<file path="src/rtl/arcade_input_pkg.sv">
// Shared constants and types for the arcade input front-end.
package arcade_input_pkg;

    // 9-bit key codes: {extended, scan code}
    localparam logic [8:0] KEY_UP       = 9'h175;
    localparam logic [8:0] KEY_DOWN     = 9'h172;
    localparam logic [8:0] KEY_LEFT     = 9'h16B;
    localparam logic [8:0] KEY_RIGHT    = 9'h174;
    localparam logic [8:0] KEY_FIRE_A   = 9'h029;
    localparam logic [8:0] KEY_FIRE_B   = 9'h014;
    localparam logic [8:0] KEY_START1_A = 9'h005;
    localparam logic [8:0] KEY_START1_B = 9'h016;
    localparam logic [8:0] KEY_START2_A = 9'h006;
    localparam logic [8:0] KEY_START2_B = 9'h01E;
    localparam logic [8:0] KEY_COIN1    = 9'h02E;
    localparam logic [8:0] KEY_COIN2    = 9'h036;
    localparam logic [8:0] KEY_P2_UP    = 9'h02D;
    localparam logic [8:0] KEY_P2_DOWN  = 9'h02B;
    localparam logic [8:0] KEY_P2_LEFT  = 9'h023;
    localparam logic [8:0] KEY_P2_RIGHT = 9'h034;
    localparam logic [8:0] KEY_P2_FIRE  = 9'h01C;
    localparam logic [8:0] KEY_TEST     = 9'h02C;

    // Slot of each key in the latch vector
    localparam int unsigned K_UP       = 0;
    localparam int unsigned K_DOWN     = 1;
    localparam int unsigned K_LEFT     = 2;
    localparam int unsigned K_RIGHT    = 3;
    localparam int unsigned K_FIRE_A   = 4;
    localparam int unsigned K_FIRE_B   = 5;
    localparam int unsigned K_START1_A = 6;
    localparam int unsigned K_START1_B = 7;
    localparam int unsigned K_START2_A = 8;
    localparam int unsigned K_START2_B = 9;
    localparam int unsigned K_COIN1    = 10;
    localparam int unsigned K_COIN2    = 11;
    localparam int unsigned K_P2_UP    = 12;
    localparam int unsigned K_P2_DOWN  = 13;
    localparam int unsigned K_P2_LEFT  = 14;
    localparam int unsigned K_P2_RIGHT = 15;
    localparam int unsigned K_P2_FIRE  = 16;
    localparam int unsigned K_TEST     = 17;
    localparam int unsigned NUM_KEYS   = 18;

    // Joystick word bit positions
    localparam int unsigned JOY_RIGHT  = 0;
    localparam int unsigned JOY_LEFT   = 1;
    localparam int unsigned JOY_DOWN   = 2;
    localparam int unsigned JOY_UP     = 3;
    localparam int unsigned JOY_FIRE   = 4;
    localparam int unsigned JOY_START1 = 5;
    localparam int unsigned JOY_START2 = 6;

    typedef enum logic [1:0] {
        IDLE,
        PULSE,
        GAP,
        WAIT_REL
    } coin_state_t;

    typedef struct packed {
        logic up;
        logic down;
        logic left;
        logic right;
    } dirs_t;

    // Cabinet is vertical; in horizontal mode the stick is turned a quarter.
    function automatic dirs_t orient(input dirs_t raw, input logic rotate);
        dirs_t res;
        if (rotate) begin
            res.up    = raw.left;
            res.down  = raw.right;
            res.left  = raw.down;
            res.right = raw.up;
        end else begin
            res = raw;
        end
        return res;
    endfunction

endpackage

</file>
<file path="src/rtl/coin_pulse.sv">
// Converts a level coin request into one fixed-width pulse per press,
// followed by an enforced low gap and a wait for the request to drop.
module coin_pulse
    import arcade_input_pkg::*;
#(
    parameter int unsigned PULSE_CYCLES = 600000,
    parameter int unsigned GAP_CYCLES   = 1200000,
    parameter int unsigned CNT_W        = 21
) (
    input  logic clk_sys,
    input  logic RESET_N,
    input  logic req,
    output logic pulse
);

    localparam logic [CNT_W-1:0] PulseLast = CNT_W'(PULSE_CYCLES - 1);
    localparam logic [CNT_W-1:0] GapLast   = CNT_W'(GAP_CYCLES - 1);

    coin_state_t      state_q, state_d;
    logic [CNT_W-1:0] timer_q, timer_d;

    // Next-state and timer update
    always_comb begin
        state_d = state_q;
        timer_d = timer_q;
        unique case (state_q)
            IDLE: begin
                if (req) begin
                    state_d = PULSE;
                    timer_d = '0;
                end
            end
            PULSE: begin
                if (timer_q == PulseLast) begin
                    state_d = GAP;
                    timer_d = '0;
                end else begin
                    timer_d = timer_q + CNT_W'(1);
                end
            end
            GAP: begin
                if (timer_q == GapLast) begin
                    state_d = WAIT_REL;
                    timer_d = '0;
                end else begin
                    timer_d = timer_q + CNT_W'(1);
                end
            end
            WAIT_REL: begin
                // A held request must be released before the next coin
                if (!req) begin
                    state_d = IDLE;
                end
            end
            default: begin
                state_d = IDLE;
                timer_d = '0;
            end
        endcase
    end

    // State and timer registers
    always_ff @(posedge clk_sys or negedge RESET_N) begin
        if (!RESET_N) begin
            state_q <= IDLE;
            timer_q <= '0;
        end else begin
            state_q <= state_d;
            timer_q <= timer_d;
        end
    end

    // Decoded from the state register so reset drops it immediately
    assign pulse = (state_q == PULSE);

endmodule

</file>
<file path="src/rtl/arcade_input_ctrl.sv">
// Keyboard/joystick front-end for the Amidar core: key latching, orientation
// remap, registered player inputs and rate-limited coin pulses.
module arcade_input_ctrl
    import arcade_input_pkg::*;
#(
    parameter int unsigned COIN_PULSE_CYCLES = 600000,
    parameter int unsigned COIN_GAP_CYCLES   = 1200000,
    parameter int unsigned CNT_W             = 21
) (
    input  logic        clk_sys,
    input  logic        RESET_N,
    input  logic [10:0] ps2_key,
    input  logic [15:0] joystick_0,
    input  logic [15:0] joystick_1,
    input  logic        rotate,
    output logic [6:0]  ip_1p,
    output logic [6:0]  ip_2p,
    output logic        ip_coin1,
    output logic        ip_coin2,
    output logic        btn_test
);

    logic                old_tog_q;
    logic                key_event;
    logic [NUM_KEYS-1:0] keys_q, keys_d;
    logic [15:0]         joy;
    logic                unused_joy;

    dirs_t raw_1p, raw_2p, dir_1p, dir_2p;
    logic  fire_1p, fire_2p, start_1p, start_2p;
    logic  req1, req2;

    logic [6:0] ip_1p_d, ip_1p_q;
    logic [6:0] ip_2p_d, ip_2p_q;
    logic       btn_test_q;

    assign key_event = (ps2_key[10] != old_tog_q);

    // Load the latch addressed by the event's code with its pressed flag
    always_comb begin
        keys_d = keys_q;
        if (key_event) begin
            case (ps2_key[8:0])
                KEY_UP:       keys_d[K_UP]       = ps2_key[9];
                KEY_DOWN:     keys_d[K_DOWN]     = ps2_key[9];
                KEY_LEFT:     keys_d[K_LEFT]     = ps2_key[9];
                KEY_RIGHT:    keys_d[K_RIGHT]    = ps2_key[9];
                KEY_FIRE_A:   keys_d[K_FIRE_A]   = ps2_key[9];
                KEY_FIRE_B:   keys_d[K_FIRE_B]   = ps2_key[9];
                KEY_START1_A: keys_d[K_START1_A] = ps2_key[9];
                KEY_START1_B: keys_d[K_START1_B] = ps2_key[9];
                KEY_START2_A: keys_d[K_START2_A] = ps2_key[9];
                KEY_START2_B: keys_d[K_START2_B] = ps2_key[9];
                KEY_COIN1:    keys_d[K_COIN1]    = ps2_key[9];
                KEY_COIN2:    keys_d[K_COIN2]    = ps2_key[9];
                KEY_P2_UP:    keys_d[K_P2_UP]    = ps2_key[9];
                KEY_P2_DOWN:  keys_d[K_P2_DOWN]  = ps2_key[9];
                KEY_P2_LEFT:  keys_d[K_P2_LEFT]  = ps2_key[9];
                KEY_P2_RIGHT: keys_d[K_P2_RIGHT] = ps2_key[9];
                KEY_P2_FIRE:  keys_d[K_P2_FIRE]  = ps2_key[9];
                KEY_TEST:     keys_d[K_TEST]     = ps2_key[9];
                default:      ;
            endcase
        end
    end

    // Toggle tracker and key latches
    always_ff @(posedge clk_sys or negedge RESET_N) begin
        if (!RESET_N) begin
            old_tog_q <= 1'b0;
            keys_q    <= '0;
        end else begin
            old_tog_q <= ps2_key[10];
            keys_q    <= keys_d;
        end
    end

    // Both pads drive both players
    assign joy        = joystick_0 | joystick_1;
    assign unused_joy = ^joy[15:7];

    // Merge keys with the pad, remap for orientation and pack active-low
    always_comb begin
        raw_1p.up    = keys_q[K_UP]    | joy[JOY_UP];
        raw_1p.down  = keys_q[K_DOWN]  | joy[JOY_DOWN];
        raw_1p.left  = keys_q[K_LEFT]  | joy[JOY_LEFT];
        raw_1p.right = keys_q[K_RIGHT] | joy[JOY_RIGHT];

        raw_2p.up    = keys_q[K_P2_UP]    | joy[JOY_UP];
        raw_2p.down  = keys_q[K_P2_DOWN]  | joy[JOY_DOWN];
        raw_2p.left  = keys_q[K_P2_LEFT]  | joy[JOY_LEFT];
        raw_2p.right = keys_q[K_P2_RIGHT] | joy[JOY_RIGHT];

        dir_1p = orient(raw_1p, rotate);
        dir_2p = orient(raw_2p, rotate);

        fire_1p  = keys_q[K_FIRE_A] | keys_q[K_FIRE_B] | joy[JOY_FIRE];
        fire_2p  = keys_q[K_P2_FIRE] | joy[JOY_FIRE];
        start_1p = keys_q[K_START1_A] | keys_q[K_START1_B] | joy[JOY_START1];
        start_2p = keys_q[K_START2_A] | keys_q[K_START2_B] | joy[JOY_START2];

        ip_1p_d = ~{start_1p, fire_1p, fire_1p, dir_1p.left, dir_1p.right,
                    dir_1p.up, dir_1p.down};
        ip_2p_d = ~{start_2p, fire_2p, fire_2p, dir_2p.left, dir_2p.right,
                    dir_2p.up, dir_2p.down};
    end

    // Registered player inputs and test button
    always_ff @(posedge clk_sys or negedge RESET_N) begin
        if (!RESET_N) begin
            ip_1p_q    <= 7'h7F;
            ip_2p_q    <= 7'h7F;
            btn_test_q <= 1'b0;
        end else begin
            ip_1p_q    <= ip_1p_d;
            ip_2p_q    <= ip_2p_d;
            btn_test_q <= keys_q[K_TEST];
        end
    end

    assign ip_1p    = ip_1p_q;
    assign ip_2p    = ip_2p_q;
    assign btn_test = btn_test_q;

    // Pad start buttons double as coin 1 so a pad-only setup can credit
    assign req1 = keys_q[K_COIN1] | joy[JOY_START1] | joy[JOY_START2];
    assign req2 = keys_q[K_COIN2];

    coin_pulse #(
        .PULSE_CYCLES(COIN_PULSE_CYCLES),
        .GAP_CYCLES  (COIN_GAP_CYCLES),
        .CNT_W       (CNT_W)
    ) u_coin1 (
        .clk_sys(clk_sys),
        .RESET_N(RESET_N),
        .req    (req1),
        .pulse  (ip_coin1)
    );

    coin_pulse #(
        .PULSE_CYCLES(COIN_PULSE_CYCLES),
        .GAP_CYCLES  (COIN_GAP_CYCLES),
        .CNT_W       (CNT_W)
    ) u_coin2 (
        .clk_sys(clk_sys),
        .RESET_N(RESET_N),
        .req    (req2),
        .pulse  (ip_coin2)
    );

endmodule
</file>
<file path="config.mk">
export PLATFORM = sky130hd
export DESIGN_NAME = arcade_input_ctrl
export DESIGN_NICKNAME = d
export VERILOG_FILES = /design/src/rtl/arcade_input_pkg.sv /design/src/rtl/coin_pulse.sv /design/src/rtl/arcade_input_ctrl.sv
export SDC_FILE = /design/constraint.sdc
export NUM_CORES = 1
export LEC_CHECK = 0
export CORE_MARGIN = 2
export CORE_UTILIZATION = 58
export DETAILED_ROUTE_END_ITERATION = 12
export PLACE_DENSITY = 0.85
export SYNTH_ARGS = -nofsm -noshare
export SYNTH_HDL_FRONTEND = slang
export SYNTH_SLANG_ARGS = --single-unit
export TNS_END_PERCENT = 20
</file>
<file path="constraint.sdc">
create_clock -name clk_sys -period 5.1 [get_ports clk_sys]
set_input_delay 0.765 -clock clk_sys [delete_from_list [all_inputs] [get_ports clk_sys]]
set_output_delay 0.765 -clock clk_sys [all_outputs]
set_load 0.01 [all_outputs]
</file>
==> results.md, run 1 <==
- Die Area: roughly 7600 um^2
- Number of synthesized flops with an enable pin: 0
- Routing usage on met3: approximately 3.6%
- Synth cell types: 53
- Row Count: 30
- Final design utilization: a little over two thirds
- PostCTS Resize Cnt: 0
- Simple-Gate Fraction of Synth Area: 24.1%
- Syn. warnings: 0
- Req. time, crit path: around 5.3 ns
- Post-synth top area share: between 40% and 50%
- Setup Viol. Count Final: 0
- Mapped Cells: 394
- Max Freq: 381 MHz
- Routed wire length: roughly 8 mm
- Overall fraction of global-route tracks in use: between 20 and 25%
- Vias in the first global route: 3017
- GR peak layer: met2
- WL/cell: about 15 um
- P per Cell Area: 376 nW/um^2
- Setup TNS Final: 0 ns
- Critical path arrival: around 2.8 ns
- Clk buf depth: 2
- Post-synthesis mux area share: about 9%
- Ports: 63
- Main flop type after synthesis: dfrtp_1
- Starting Density: about three fifths
- Vias post-DR: roughly 3100
- Placed Cells incl. Taps: between 500 and 600
- GRT overflow: 0
- Unrepaired setup endpoints after global routing: no
- Leading post-synthesis cells by cell area: dfrtp_1, mux2_2, dfstp_2
- Port bufs: 44
- Detail Placement HPWL: between 5 and 6 mm
- Worst-Skew Late Latency: about 0.35 ns
- Syn nets: roughly 450
- Hold Crit Class: reg2reg
- CTS H-tree lvls: 3
- Dpl ws: approximately 2.2 ns
- Post-synthesis xor/xnor area fraction: between 6 and 7%
- Fillers: approximately 500
- Final worst slack: between 2 and 2.5 ns
- Cts hold-fix bufs: 0
- Vias/cell: roughly 5.9
- CTS tree: built
- Most common cell in the netlist: dfrtp_1
- Average size of a mapped cell: ~10 um^2
- Status: completed
- Met2 GRT Util: 36.2%
- Synthesized area: 4040 um^2
- Max Cap Viol: 0
- Cell taking the most area after synthesis: dfrtp_1
- Synth-to-layout area growth: 17.2%
- VDD IR max: between 200 and 300 uV
- Adder-Cell Fraction of Synth Area: 3.41%
- CP Max Fanout: 14
- #FFs+latches synth: 78
- First-pass GRT wire length: between 10 and 15 mm
- Share of cells above drive strength 1: 15.0%
- Initial antenna violation count: 0
- Max Slew Vio Count: 0
- Compound-Gate Fraction of Synth Area: between 6 and 7%
- Async SR Flop Fraction: between 90% and 100%
- Post-synthesis sequential area ratio: between 40% and 50%
- Final cell count without fillers: approximately 530
- Drt first-iter violations: 286
- NumNets Final: 498
- Router iterations before antenna repair: 5
- Routability cong.: about 0.94
- Clock root buffer: clkbuf_8
- Ant. Diodes: 0
- Relative slew slack: a little under a third
- Largest net degree at the start of global routing: 79
- CTS sink cnt: 78
- Die height: between 80 and 90 um
- Crit Path Class: reg2reg
- CTS Buf Count: 9
- Core Footprint: ~6800 um^2
- Worst-Margin Slew: around 1.0 ns
- CP Launch Type: flip-flop
- GR Layer Usage met1: between 30% and 40%
- Commonest cells post-synth: dfrtp_1, nor2_1, nand2_1
- Min Tclk post-route: between 2 and 3 ns
- Post-CTS Setup Bufs: 0
- Hold Vio Cnt, Final: 0
- Clk_skew: 0.0110 ns
- Main combinational cell family by area after synthesis: simple AND/OR/NAND/NOR gates
- Worst-path clk slew: 0.09 ns
- Routed Antenna Nets: 0
- P_leak: between 1.5 and 2 nW
- Drt drc: 0
- Die Wd: 87.5 um
- Period utilization: a little over 50%
- Crit end category: flip-flop
flip-flops by register name, indices dropped and copies added, names as in the netlist:
register         count
u_coin2.state_q      2
btn_test             1
u_coin1.state_q      2
ip_1p                6
old_tog_q            1
u_coin1.timer_q     21
ip_2p                6
u_coin2.timer_q     21
keys_q              18
metal layers:
metal  share of wire (%)  vias to the layer above
met1                  44                     1506
li1                    -                     1503
met4                0.93                        0
met3                 5.3                        6
met5                   0                        -
met2                  50                      100
cells in the final DEF (no fill, tap or decap), types with 2 or more instances in the layout:
cell,instances
a21oi_1,8
a22o_1,3
a31oi_1,9
and3_1,5
and4_1,2
clkbuf_8,9
clkdlybuf4s50_1,43
clkinvlp_4,2
dfrtp_1,66
dfstp_2,12
ha_1,11
inv_1,8
inv_6,3
mux2_1,2
mux2_2,29
nand2_1,37
nand2b_1,3
nand3_1,26
nand4_1,16
nor2_1,46
nor2b_1,6
nor3_1,16
nor4_1,10
nor4b_1,4
nor4bb_1,2
o21ai_0,6
o31ai_1,2
or2_2,2
or3_1,2
xnor2_1,14
xor2_1,17
where the power goes:
part / switching (mW) / internal, mW / leakage (nW)
combinational: 0.379 / 0.217 / 0.855
clock: 0.245 / 0.232 / 0.0968
sequential: 0.0382 / 0.669 / 1.03
total: 0.663 / 1.12 / 1.98
critical path: stages (launching register included):
cell and delay [ns]:
dfrtp_1 0.46, nor4b_1 0.37, nand3_1 0.12, o31ai_1 0.43, nand2_1 0.11, a21oi_1 0.84, nor2_1 0.13
logic make-up after synthesis:
kind of cell | after synthesis
xor+xnor | 31
flops | 78
mux | 32
buf+inv | 16
fa+ha+maj | 11
simple gates | 189
compound gates | 37
worst paths after layout:
| path | to | slack [ns] | depth (start not counted) | start |
|---|---|---|---|---|
| hold reg to reg | btn_test | 0.38 | 0 | keys_q[17] |
| max in group asynchronous | u_coin1.timer_q[9] | 3.94 | 1 | RESET_N |
| setup reg to reg | u_coin2.timer_q[8] | 2.48 | 6 | u_coin2.timer_q[14] |
| hold / removal | btn_test | 0.38 | 0 | keys_q[17] |
| min in group asynchronous | keys_q[16] | 0.54 | 1 | RESET_N |
| setup / recovery | u_coin2.timer_q[8] | 2.48 | 6 | u_coin2.timer_q[14] |
stage by stage:
| step | power [mW] | hold WS [ns] | instance area (um^2) |
|---|---|---|---|
| floorplan | 1.15 | 0.349 | 4040 |
| global placement | 1.29 | 0.361 | 4530 |
| detailed placement | 1.31 | 0.361 | 4530 |
| CTS | 1.79 | 0.382 | 4730 |
| global route | 1.90 | 0.401 | 4730 |
| finish | 1.78 | 0.378 | 4730 |
area by class of cell:
| type | count | area, um^2 | area share (%) |
|---|---|---|---|
| multi-input cells | 300 | 2000 | 42.2 |
| flip-flops and latches | 78 | 1970 | 41.5 |
| repair buffers | 44 | 438 | 9.25 |
| clock buffers | 9 | 124 | 2.62 |
| well taps | 80 | 100 | 2.11 |
| clock inverters | 7 | 80.1 | 1.69 |
| inverters | 8 | 30.0 | 0.634 |
Note: power is estimated with default switching activity, not from simulation.
==> run 2, diff against run 1 <==
CORE_UTILIZATION = 54   (was 58)
PLACE_DENSITY = 0.8   (was 0.85)
clock period = 2.7 ns   (was 5.1 ns; I/O delays follow)
==> run 2 against run 1 <==
Compared with the run above: core utilization decreased by 3.2 points; clock skew decreased by 0.0058 ns; non-clock buffer count increased by 6; total power increased by 100%; final cell count increased by 4.8%; clock power increased by 120%; routed wire length increased by 3.8%; critical path depth increased by 2; fmax increased by 15%; global-route usage decreased by 1.3 points; via count increased by 1.3%; largest power group unchanged.
==> results.md, run 2 (synthesis results as in run 1) <==
- Status: completed (unchanged)
- Routed Antenna Nets: 0 (unchanged)
- Period utilization: 84.6% (was 51.5%)
- Starting Density: 55.7% (was 59.8%)
- Min Tclk post-route: 2.29 ns (was 2.62 ns)
- Cts hold-fix bufs: 0 (unchanged)
- Vias in the first global route: 3191 (was 3017)
- Req. time, crit path: 2.92 ns (was 5.30 ns)
- Storage cell area: 1970 um^2 (unchanged)
- Crit end category: flip-flop (unchanged)
- Hold Crit Class: in2async (was reg2reg)
- Pwr Total: 3.61 mW (was 1.78 mW)
- Overall fraction of global-route tracks in use: 21.6% (was 22.9%)
- Post-CTS Setup Bufs: 0 (unchanged)
- Setup Viol. Count Final: 0 (unchanged)
- Crit Path Class: reg2reg (unchanged)
- Worst-path clk slew: 0.08 ns (was 0.09 ns)
- CTS Buf Count: 9 (unchanged)
- CTS tree: built (unchanged)
- Final design utilization: 66.8% (was 70.1%)
- Die Wd: 90.5 um (was 87.5 um)
- Worst path slowest cell: nor4_1 (was a21oi_1)
- Dpl ws: 0.187 ns (was 2.22 ns)
- Clk_skew: 0.00522 ns (was 0.0110 ns)
- Fillers: 565 (was 501)
- Vias/cell: 5.73 (was 5.92)
- Placed Cells incl. Taps: 535 (was 510)
- Largest net degree at the start of global routing: 77 (was 79)
- Die height: 90.5 um (was 87.5 um)
- Final worst slack: 0.414 ns (was 2.48 ns)
- Crit path top cell by count: nand3_1
- WL/cell: 15.0 um (was 15.1 um)
- Hold slack: 0.197 ns (was 0.378 ns)
- Core Footprint: 7250 um^2 (was 6760 um^2)
- Setup TNS Final: 0 ns (unchanged)
- Critical path arrival: 2.51 ns (was 2.82 ns)
- Ant. Diodes: 0 (unchanged)
- CP Launch Type: flip-flop (unchanged)
- Final Cell Area: 4850 um^2 (was 4730 um^2)
- Router iterations before antenna repair: 4 (was 5)
- Routed wire length: 8.26 mm (was 7.95 mm)
- Worst-Skew Late Latency: 0.35 ns (about the same)
- DP Area: 4600 um^2 (was 4530 um^2)
- Drt drc: 0 (unchanged)
- Relative slew slack: 38.4% (was 31.1%)
- Unrepaired setup endpoints after global routing: no (unchanged)
- CTS H-tree lvls: 3 (unchanged)
- P per Cell Area: 744 nW/um^2 (was 376 nW/um^2)
- Initial antenna violation count: 0 (unchanged)
- Most frequent cells in the layout: dfrtp_1, nor2_1, clkdlybuf4s50_1 (unchanged)
- Synth-to-layout area growth: 20.0% (was 17.2%)
- Share of cells above drive strength 1: 15.7% (was 15.0%)
- Clk buf depth: 2 (unchanged)
- Detail Placement HPWL: 5.83 mm (was 5.59 mm)
- Max Cap Viol: 0 (unchanged)
- Hold Vio Cnt, Final: 0 (unchanged)
- PostCTS Resize Cnt: 0 (unchanged)
- First-pass GRT wire length: 14.5 mm (was 13.8 mm)
- GRT overflow: 0 (unchanged)
- Vias post-DR: 3156 (was 3115)
- Cell Chain, Critical Path: inv_1 -> ha_1 -> mux2_1 -> nand3_1 -> nor4_1 -> nand3_1 -> xor2_1 -> nor2_1 (was nor4b_1 -> nand3_1 -> o31ai_1 -> nand2_1 -> a21oi_1 -> nor2_1)
- Clock root buffer: clkbuf_8 (unchanged)
- Max Slew Vio Count: 0 (unchanged)
- Largest registers: u_coin1.timer_q x21, u_coin2.timer_q x21, keys_q x18 (unchanged)
- CP max stage delay: 0.47 ns (was 0.84 ns)
- Commonest non-fill, non-tap cell in the layout: dfrtp_1 (unchanged)
- Row Count: 31 (was 30)
- Final cell count without fillers: 551 (was 526)
- Worst-Margin Slew: 0.925 ns (was 1.03 ns)
- Area taken by multi-input logic gates: 2000 um^2 (unchanged)
- Port bufs: 44 (unchanged)
- CTS sink cnt: 78 (unchanged)
- CP Max Fanout: 8 (was 14)
- VDD IR max: 587 uV (was 290 uV)
- Max Freq: 438 MHz (was 381 MHz)
- Ports: 63 (unchanged)
- Routability cong.: 0.890 (was 0.940)
- Die Area: 8190 um^2 (was 7650 um^2)
- Drt first-iter violations: 205 (was 286)
- P_leak: 2.04 nW (was 1.98 nW)
- NumNets Final: 504 (was 498)
==> run 2: cell types whose count changed in the layout (fill, tap and decap cells not counted), sizes merged <==
cell and delta:
clkinv -1, bufinv +2, buf +6, inv -3, clkbuf +4, clkinvlp -2
==> run 2: report_power, final <==
group          switching [mW]  internal [mW]
registers              0.0751           1.26
logic                   0.737          0.463
clock network           0.402          0.666
total                    1.21           2.39
==> run 2: final timing paths <==
path	start	to	slack, ns	cells after the start
max	u_coin2.state_q[1]	u_coin2.timer_q[18]	0.41	8
min	RESET_N	u_coin1.timer_q[5]	0.20	1
max reg2reg	u_coin2.state_q[1]	u_coin2.timer_q[18]	0.41	8
min reg2reg	keys_q[17]	btn_test	0.39	0
max in group asynchronous	RESET_N	ip_2p[1]	1.79	2
min in group clk_sys	keys_q[17]	btn_test	0.39	0
==> run 2: per-layer routing <==
metal  track usage [%]  part of all wire, %
met1              28.4                   45
met2              35.6                   49
met3              3.26                  3.8
met4              9.62                  2.4
met5                 0                    0
==> run 2: layout make-up <==
class	count	area share [%]
Clock buffer	13	3.28
Clock inverter	3	1.86
Inverter	8	0.619
Multi-Input combinational cell	300	41.2
Sequential cell	78	40.6
Tap cell	99	2.55
Timing Repair Buffer	50	9.96
==> run 2: critical path: cells and delay by family (launching register included) <==
kind,cells,cell delay [ns]
fa+ha+maj,1,0.37
flops,1,0.40
buf+inv,1,0.08
xor+xnor,1,0.16
simple gates,4,0.80
mux,1,0.34
==> run 3, diff against run 2 <==
CORE_UTILIZATION = 49   (was 54)
PLACE_DENSITY = 0.77   (was 0.8)
clock period = 2.1 ns   (was 2.7 ns; I/O delays follow)
==> run 3 against run 2 <==
Compared with the run above: the flow now finishes with violations (negative setup slack); worst setup slack got worse by 0.49 ns; sequential cell count unchanged; register-to-register slack got worse by 0.49 ns; highest routed layer unchanged; sequential power increased by 28%; critical endpoint is now u_coin1.state_q[1]; final cell count increased by 6.0%; largest cell class unchanged.
==> results.md, run 3 (synthesis results as in run 1) <==
- Overall fraction of global-route tracks in use: 21.0% (was 21.6%)
- Max Slew Vio Count: 0 (unchanged)
- Port bufs: 44 (unchanged)
- Max Freq: 459 MHz (was 438 MHz)
- Die Area: 8990 um^2 (was 8190 um^2)
- Share of cells above drive strength 1: 22.5% (was 15.7%)
- Routed Antenna Nets: 0 (unchanged)
- Hold Crit Class: reg2reg (was in2async)
- Largest registers: u_coin1.timer_q x21, u_coin2.timer_q x21, keys_q x18 (unchanged)
- Drt drc: 0 (unchanged)
- Worst path bufs/invs: 1 (unchanged)
- Period utilization: 104% (was 84.6%)
- Worst-path clk slew: 0.09 ns (was 0.08 ns)
- Ports: 63 (unchanged)
- Vias in the first global route: 3229 (was 3191)
- WL/cell: 15.1 um (was 15.0 um)
- GRT overflow: 0 (unchanged)
- Largest delay contributor family on the critical path: simple AND/OR/NAND/NOR gates (unchanged)
- Core Footprint: 8090 um^2 (was 7250 um^2)
- Worst path slowest cell: or4b_4 (was nor4_1)
- Req. time, crit path: 2.34 ns (was 2.92 ns)
- NumNets Final: 531 (was 504)
- Worst-Skew Late Latency: 0.35 ns (about the same)
- Most frequent cells in the layout: dfrtp_1, nor2_1, clkdlybuf4s50_1 (unchanged)
- Largest net degree at the start of global routing: 45 (was 77)
- Starting Density: 49.9% (was 55.7%)
- Crit end category: flip-flop (unchanged)
- Routed wire length: 8.79 mm (was 8.26 mm)
- Setup TNS Final: -0.462 ns (was 0 ns)
- Final worst slack: -0.0780 ns (was 0.414 ns)
- Clk buf depth: 2 (unchanged)
- RR Startpoint: u_coin1.timer_q[12] (was u_coin2.state_q[1])
- Clk_skew: 0.0135 ns (was 0.00522 ns)
- Setup Viol. Count Final: 17 (was 0)
- CTS sink cnt: 78 (unchanged)
- CP max stage delay: 0.53 ns (was 0.47 ns)
- Initial antenna violation count: 0 (unchanged)
- Router iterations before antenna repair: 5 (was 4)
- VDD IR max: 675 uV (was 587 uV)
- Dpl ws: -0.278 ns (was 0.187 ns)
- Drt first-iter violations: 273 (was 205)
- Hold_sp: keys_q[16]
- CP startpoint: u_coin1.timer_q[12] (was u_coin2.state_q[1])
- Worst-Margin Slew: 0.588 ns (was 0.925 ns)
- Max Cap Viol: 0 (unchanged)
- CTS tree: built (unchanged)
- Hold Vio Cnt, Final: 0 (unchanged)
- P_leak: 2.19 nW (was 2.04 nW)
- Cell Chain, Critical Path: or4b_4 -> or3b_4 -> o21ai_4 -> buf_6 -> nand4_2 -> mux2_4 (was inv_1 -> ha_1 -> mux2_1 -> nand3_1 -> nor4_1 -> nand3_1 -> xor2_1 -> nor2_1)
- Die height: 94.8 um (was 90.5 um)
- Clock root buffer: clkbuf_8 (unchanged)
- Detail Placement HPWL: 6.41 mm (was 5.83 mm)
- Row Count: 33 (was 31)
- Failing checks: negative setup slack
- Synth-to-layout area growth: 27.0% (was 20.0%)
- Vias/cell: 5.57 (was 5.73)
- P per Cell Area: 956 nW/um^2 (was 744 nW/um^2)
- Crit Path Class: reg2reg (unchanged)
- Final design utilization: 63.4% (was 66.8%)
- Die Wd: 94.8 um (was 90.5 um)
- Relative slew slack: 60.7% (was 38.4%)
- Vias post-DR: 3252 (was 3156)
- CTS Buf Count: 9 (unchanged)
- Status: finished, violations left (was completed)
- CP Launch Type: flip-flop (unchanged)
- First-pass GRT wire length: 14.8 mm (was 14.5 mm)
- Routability cong.: 0.916 (was 0.890)
- Critical path arrival: 2.42 ns (was 2.51 ns)
- Unrepaired setup endpoints after global routing: yes (was no)
- Min Tclk post-route: 2.18 ns (was 2.29 ns)
- Ant. Diodes: 0 (unchanged)
- CP Max Fanout: 2 (was 8)
- Commonest non-fill, non-tap cell in the layout: dfrtp_1 (unchanged)
- CTS H-tree lvls: 3 (unchanged)
[run 3: what timing repair did]
action / in CTS / in global routing
buffers inserted: 1 / 0
pin swaps: 2 / 4
hold buffers: 1 / 0
setup endpoints to repair: 18 / 43
gates resized for setup: 0 / 13
endpoints found under the hold margin: 31 / 0
[run 3: per-layer routing]
metal | part of all wire (%) | GRT usage, % | routed length, um | vias to the layer above
li1 | - | - | - | 1578
met1 | 44 | 27.0 | 3830 | 1546
met2 | 51 | 35.6 | 4450 | 109
met3 | 4.4 | 4.39 | 389 | 19
met4 | 1.4 | 6.64 | 123 | 0
met5 | 0 | 0 | 0 | -
[run 3: layout make-up]
class                      instances  area, um^2
inverter                           8        30.0
fill                             628        2960
clock buffer                      10         138
multi-input combinational        300        2050
tap                              105         131
timing repair buffer              77         717
sequential                        78        1970
clock inverter                     6        91.3
[run 3: power breakdown]
part	total [mW]	leakage, nW	switching, mW	internal [mW]
clock	1.27	0.117	0.563	0.710
sequential	1.72	1.03	0.0892	1.63
combinational	1.92	1.05	1.04	0.874
total	4.90	2.19	1.69	3.21
[run 3: per-stage QoR]
stage | cells | hold slack, ns | total power [mW] | area (um^2)
6_report | 584 | 0.388 | 4.90 | 5130
4_1_cts | 584 | 0.390 | 4.85 | 5070
3_3_place_gp | 566 | 0.349 | 3.39 | 4810
5_1_grt | 584 | 0.413 | 5.20 | 5130
3_5_place_dp | 566 | 0.354 | 3.45 | 4810
2_1_floorplan | 394 | 0.0194 | 2.80 | 4040
[run 3: path summary, 6_finish.rpt]
path,end,slack [ns],cells after the start
max,u_coin1.state_q[1],-0.08,6
min,ip_2p[5],0.39,1
min reg2reg,ip_2p[5],0.39,1
min in group asynchronous,keys_q[8],0.52,2
max in group asynchronous,u_coin2.timer_q[7],0.97,3
max reg2reg,u_coin1.state_q[1],-0.08,6
